<file path="src/rtl/flag_stack_register.sv">
// Flag register with a LIFO save/restore stack, maskable writes and sticky overflow/underflow status.
// Optional FLAG_STACK_WRAP_EN: a push while full drops the oldest entry instead of being ignored.
module flag_stack_register #(
  parameter int                FLAG_W  = 6,
  parameter int                DEPTH   = 4,
  parameter logic [FLAG_W-1:0] RST_VAL = {FLAG_W{1'b0}}
) (
  input  logic                       clk,
  input  logic                       rst,
  input  logic [FLAG_W-1:0]          data_i,
  input  logic [FLAG_W-1:0]          wmask_i,
  input  logic                       write,
  input  logic                       push,
  input  logic                       pop,
  input  logic                       clr_err_i,
  output logic [FLAG_W-1:0]          data_o,
  output logic [$clog2(DEPTH+1)-1:0] depth_o,
  output logic                       empty_o,
  output logic                       full_o,
  output logic                       ovf_o,
  output logic                       udf_o
);

  localparam int DW = $clog2(DEPTH + 1);
  localparam int PW = (DEPTH > 1) ? $clog2(DEPTH) : 1;
  localparam logic [DW-1:0] DEPTH_MAX = DW'(DEPTH);
  localparam logic [DW-1:0] DEPTH_ONE = DW'(1);
  localparam logic [DW-1:0] DEPTH_ZERO = DW'(0);
  localparam logic [PW-1:0] PTR_MAX  = PW'(DEPTH - 1);
  localparam logic [PW-1:0] PTR_ONE  = PW'(1);
  localparam logic [PW-1:0] PTR_ZERO = PW'(0);

  logic [FLAG_W-1:0] stack_q [DEPTH];
  logic [FLAG_W-1:0] data_q, data_d;
  logic [DW-1:0]     depth_q, depth_d;
  logic [PW-1:0]     ptr_q, ptr_d;  // next free slot; top lives one below it
  logic              empty_q, full_q, ovf_q, ovf_d, udf_q, udf_d;

  logic [PW-1:0]     ptr_inc_s, ptr_dec_s, waddr_s;
  logic [FLAG_W-1:0] top_s, base_s;
  logic              we_s, do_push_s, do_pop_s, do_xchg_s, ovf_ev_s, udf_ev_s;

  assign ptr_inc_s = (ptr_q == PTR_MAX) ? PTR_ZERO : ptr_q + PTR_ONE;
  assign ptr_dec_s = (ptr_q == PTR_ZERO) ? PTR_MAX : ptr_q - PTR_ONE;
  assign top_s     = stack_q[ptr_dec_s];

  // A push+pop on an empty stack degenerates into a plain push.
  assign do_xchg_s = push & pop & ~empty_q;
  assign do_push_s = push & ~do_xchg_s;
  assign do_pop_s  = pop & ~push & ~empty_q;
  assign udf_ev_s  = pop & ~push & empty_q;
  assign ovf_ev_s  = push & ~pop & full_q;

  // Stack pointer/depth update and selection of the base flag value
  always_comb begin
    base_s  = data_q;
    depth_d = depth_q;
    ptr_d   = ptr_q;
    we_s    = 1'b0;
    waddr_s = ptr_q;
    if (do_xchg_s) begin
      base_s  = top_s;
      we_s    = 1'b1;
      waddr_s = ptr_dec_s;
    end else if (do_pop_s) begin
      base_s  = top_s;
      depth_d = depth_q - DEPTH_ONE;
      ptr_d   = ptr_dec_s;
    end else if (do_push_s) begin
      if (!full_q) begin
        we_s    = 1'b1;
        ptr_d   = ptr_inc_s;
        depth_d = depth_q + DEPTH_ONE;
      end else begin
`ifdef FLAG_STACK_WRAP_EN
        // Circular buffer: when full, the free slot pointer sits on the oldest entry.
        we_s  = 1'b1;
        ptr_d = ptr_inc_s;
`else
        we_s  = 1'b0;
        ptr_d = ptr_q;
`endif
      end
    end else begin
      base_s = data_q;
    end
  end

  // Masked write on top of the base value, and sticky error flags
  always_comb begin
    data_d = base_s;
    ovf_d  = ovf_q;
    udf_d  = udf_q;
    if (write) begin
      data_d = (base_s & ~wmask_i) | (data_i & wmask_i);
    end else begin
      data_d = base_s;
    end
    if (ovf_ev_s) begin
      ovf_d = 1'b1;
    end else if (clr_err_i) begin
      ovf_d = 1'b0;
    end else begin
      ovf_d = ovf_q;
    end
    if (udf_ev_s) begin
      udf_d = 1'b1;
    end else if (clr_err_i) begin
      udf_d = 1'b0;
    end else begin
      udf_d = udf_q;
    end
  end

  // Control and status registers
  always_ff @(posedge clk) begin
    if (rst) begin
      data_q  <= RST_VAL;
      depth_q <= DEPTH_ZERO;
      ptr_q   <= PTR_ZERO;
      empty_q <= 1'b1;
      full_q  <= 1'b0;
      ovf_q   <= 1'b0;
      udf_q   <= 1'b0;
    end else begin
      data_q  <= data_d;
      depth_q <= depth_d;
      ptr_q   <= ptr_d;
      empty_q <= (depth_d == DEPTH_ZERO);
      full_q  <= (depth_d == DEPTH_MAX);
      ovf_q   <= ovf_d;
      udf_q   <= udf_d;
    end
  end

  // Stack storage is deliberately left unreset
  always_ff @(posedge clk) begin
    if (we_s && !rst) begin
      stack_q[waddr_s] <= data_q;
    end
  end

  assign data_o  = data_q;
  assign depth_o = depth_q;
  assign empty_o = empty_q;
  assign full_o  = full_q;
  assign ovf_o   = ovf_q;
  assign udf_o   = udf_q;

endmodule
</file>
<file path="config.mk">
export PLATFORM = sky130hd
export DESIGN_NAME = flag_stack_register
export DESIGN_NICKNAME = d
export VERILOG_FILES = /design/src/rtl/flag_stack_register.sv
export SDC_FILE = /design/constraint.sdc
export NUM_CORES = 1
export LEC_CHECK = 0
export BUFFER_PORTS_ARGS = -buffer_cell sky130_fd_sc_hd__buf_2
export CORE_ASPECT_RATIO = 0.5
export CORE_MARGIN = 1
export CORE_UTILIZATION = 50
export CTS_BUF_LIST = sky130_fd_sc_hd__clkbuf_8
export DETAILED_ROUTE_END_ITERATION = 12
export GPL_ROUTABILITY_DRIVEN = 0
export PLACE_DENSITY = 0.81
export SLEW_MARGIN = 25
export SYNTH_ARGS = -nofsm -noshare
export SYNTH_HDL_FRONTEND = slang
export SYNTH_SLANG_ARGS = --single-unit
export TNS_END_PERCENT = 10
</file>
<file path="constraint.sdc">
create_clock -name clk -period 2.5 [get_ports clk]
set_input_delay 0.375 -clock clk [delete_from_list [all_inputs] [get_ports clk]]
set_output_delay 0.375 -clock clk [all_outputs]
set_load 0.01 [all_outputs]
</file>
==> flow_metrics.py <==
metrics = {
    "global_route": {
        "grt_max_degree": 15,
        "grtUsageTotal_pct": 22.4,
        "antenna_found_initial": 0,
        "grt_pass1_wl_mm": 5.94,
        "grt_overflow": 0,
        "grt_pass1_vias": 1213,
    },
    "timing": {
        "finalMaxSlewViolations": 0,
        "finalSetupTns_ps": 0,
        "fin_crit_ps": 2100,
        "tightestPinTransition_ps": 478,
        "slew_headroom_pct": 68.0,
        "layout_setup_ws_ps": 402,
        "fin_crit_sh_pct": 83.9,
        "max_freq_ghz": 0.477,
        "fin_skew_ps": 7.19,
        "finalHoldViolations": 0,
        "rsz0062_at_grt": "false",
        "finalSetupViolCount": 0,
    },
    "critical_path": {
        "timing.rr.start": "ptr_q[0]$_SDFFE_PP0P_",
        "cp.required_ps": 2440,
        "r2r.worst_path.cells": 5,
        "critPathCaptureType": "register",
        "critPathKind": "reg -> reg",
        "slowest_delay_ps": 440,
        "crit_fanout": 7,
        "r2r_end": "stack_q[3][0]$_DFFE_PP_",
        "cp_slowest_cell": "dfxtp_1",
        "critPathLaunchType": "register",
        "path_cells": "inv_1, ha_1, and3_1, or3b_1, nor2_1",
        "r2r_slack_ps": 400,
        "cp_data_arrival_time_ps": 2030,
    },
    "logic_synthesis": {
        "syn_area_sq_um": 1740,
        "synth_warnings": 0,
        "synth_top_area_cell": "edfxtp_1",
        "mappedNetlistNets": 163,
        "synthTopCellsByArea": "edfxtp_1, dfxtp_1, mux4_2",
        "yosysTopAreaCellShare_pct": 41.4,
        "ys_seq_area_share_pct": 58.6,
        "async_flop_share_pct": 0,
        "synth_cells": 141,
        "ys.flop_type": "edfxtp_1",
        "avgSynthCellArea_sq_um": 12.4,
        "synth_cell_type_count": 36,
        "ys_ff_latch": 39,
        "synth-edff-count": 24,
    },
    "hold_path": {
        "hp-start": "data_i[1]",
        "hold_end": "data_o[1]$_SDFF_PP0_",
        "hold_class": "in -> reg",
        "holdPathStages": 3,
    },
    "clock_network": {
        "cts_setup_buffers": 0,
        "h-tree-depth": 2,
        "cts_buffers": 5,
        "cts_tree": "yes",
        "hold_buffers": 0,
        "cts_sinks": 39,
        "insertion_delay_ps": 290,
        "clockBufferDepth": 2,
        "root_buffer": "clkbuf_8",
        "cts-resized-gates": 0,
        "clk_pin_slew_ps": 70,
    },
    "placed_design": {
        "dp_hpwl_mm": 2.53,
        "numPortBuffers": 30,
        "dp_slack_ps": 421,
    },
    "routing": {
        "dr.pass1.iters": 5,
        "drc": 0,
        "first_iter_violations": 104,
        "postRouteAntennaNets": 0,
        "wl_mm": 3.50,
        "vias_per_cell": 5.66,
        "wl_per_cell_um": 15.9,
        "num_vias": 1245,
    },
    "cells_and_area": {
        "n_antenna_cell": 0,
        "layout.nets": 201,
        "nFillCells": 247,
        "final_core_util_pct": 64.9,
        "drive_gt1_share_pct": 30.6,
        "area_delta_synth_final_pct": 17.5,
    },
    "floorplan": {
        "core_region_area_sq_um": 3150,
        "dieWidth_um": 85.5,
        "die_h_um": 43.7,
        "start_util_pct": 55.2,
        "die_area_sq_um": 3740,
        "num_io_pins": 31,
        "fp-row-count": 14,
    },
    "run_status": {
        "status": "finished, final reports clean",
    },
    "power": {
        "p_leak_nw": 0.806,
        "swShare_pct": 31.6,
        "power_frac_clock_pct": 22.2,
        "max-vdd-ir-drop_mv": 0.474,
        "switchingPower_mw": 0.570,
        "pwr_density_cell_nw_per_um2": 883,
        "seq_power_share_pct": 47.4,
        "p_comb_share_pct": 30.4,
        "p_total_mw": 1.81,
        "p_int_mw": 1.24,
    },
    "run": {
        "drv_cap": 0,
    },
}
[how the worst max path moves through the flow]
stage | startpoint | end | slack [ps] | depth (start not counted)
2_1_floorplan | ptr_q[0]$_SDFFE_PP0P_ | stack_q[2][0]$_DFFE_PP_ | 420 | 6
3_3_place_gp | ptr_q[0]$_SDFFE_PP0P_ | stack_q[3][3]$_DFFE_PP_ | 510 | 5
3_5_place_dp | ptr_q[0]$_SDFFE_PP0P_ | stack_q[3][0]$_DFFE_PP_ | 420 | 5
4_1_cts | ptr_q[0]$_SDFFE_PP0P_ | stack_q[3][5]$_DFFE_PP_ | 400 | 5
5_1_grt | ptr_q[0]$_SDFFE_PP0P_ | stack_q[3][1]$_DFFE_PP_ | 250 | 5
6_report | ptr_q[0]$_SDFFE_PP0P_ | stack_q[3][0]$_DFFE_PP_ | 400 | 5
[registers in the layout, summed over array words and instances (netlist names)]
name	count
ptr_q	2
ovf_o	1
stack_q	24
empty_o	1
udf_o	1
data_o	6
depth_o	3
full_o	1
[cells in the final DEF (no fill, tap or decap), types with 2 or more instances in the layout]
| cell | Yosys | final |
|---|---|---|
| nand2_1 | 7 | 7 |
| buf_2 | 3 | 30 |
| nor2_1 | 12 | 12 |
| o21a_1 | 2 | 2 |
| clkbuf_8 | 0 | 5 |
| edfxtp_1 | 24 | 24 |
| ha_1 | 4 | 4 |
| o21ai_0 | 9 | 9 |
| nor2b_1 | 2 | 2 |
| nand2b_1 | 5 | 5 |
| and2_1 | 3 | 3 |
| inv_1 | 5 | 6 |
| nand3b_1 | 2 | 2 |
| mux2i_1 | 2 | 2 |
| buf_4 | 0 | 7 |
| xnor2_1 | 2 | 2 |
| mux4_2 | 6 | 6 |
| a21oi_1 | 13 | 13 |
| o22ai_1 | 7 | 7 |
| dfxtp_1 | 15 | 15 |
[power groups by stage]
stage	Clock [mW]	Sequential [mW]	Combinational (mW)
final	0.401	0.857	0.549
after CTS	0.412	0.857	0.553
after detailed placement	0	0.872	0.546
after global routing	0.438	0.871	0.609
after floorplan	0	0.871	0.363
after global placement	0	0.865	0.531
[critical path: cells and delay by family (launching register included)]
kind	cells	cell delay, ps
buffers and inverters	1	80
and+or+nand+nor	3	910
adders and majority gates	1	320
DFF	1	440
[cells by family after synthesis]
family          synth area share (%)
buf+inv                         3.02
fa+ha+maj                       2.87
compound gates                  12.7
flops                           58.6
mux                             8.91
simple gates                    12.4
xor+xnor                        1.51
[Yosys cell counts, types with 2 or more instances]
cell type and number:
o22ai_1 7, buf_2 3, o21a_1 2, edfxtp_1 24, nand3b_1 2, nor2b_1 2
xnor2_1 2, mux2i_1 2, dfxtp_1 15, ha_1 4, nor2_1 12, o21ai_0 9
nand2_1 7, nand2b_1 5, a21oi_1 13, mux4_2 6, inv_1 5, and2_1 3
[layout make-up]
class	instances	area, sq um	share of cell area, %
tap	40	50.0	2.45
multi-input combinational	91	668	32.7
sequential	39	1020	49.9
timing repair buffer	37	203	9.91
inverter	5	18.8	0.917
clock inverter	3	16.3	0.795
clock buffer	5	68.8	3.36
[per-layer routing]
metal,GRT usage [%],share of wire (%),up-vias
li1,-,-,599
met1,29.4,44,594
met2,36.6,48,43
met3,6.29,6.5,9
met4,8.00,1.3,0
met5,0,0,-
[metrics by stage]
step | cell area [sq um] | hold slack [ps] | std cells
2_1_floorplan | 1740 | 475 | 141
3_3_place_gp | 1960 | 457 | 212
3_5_place_dp | 1960 | 461 | 212
4_1_cts | 2050 | 325 | 220
5_1_grt | 2050 | 323 | 220
6_report | 2050 | 331 | 220
(Power assumes the default switching activity.)
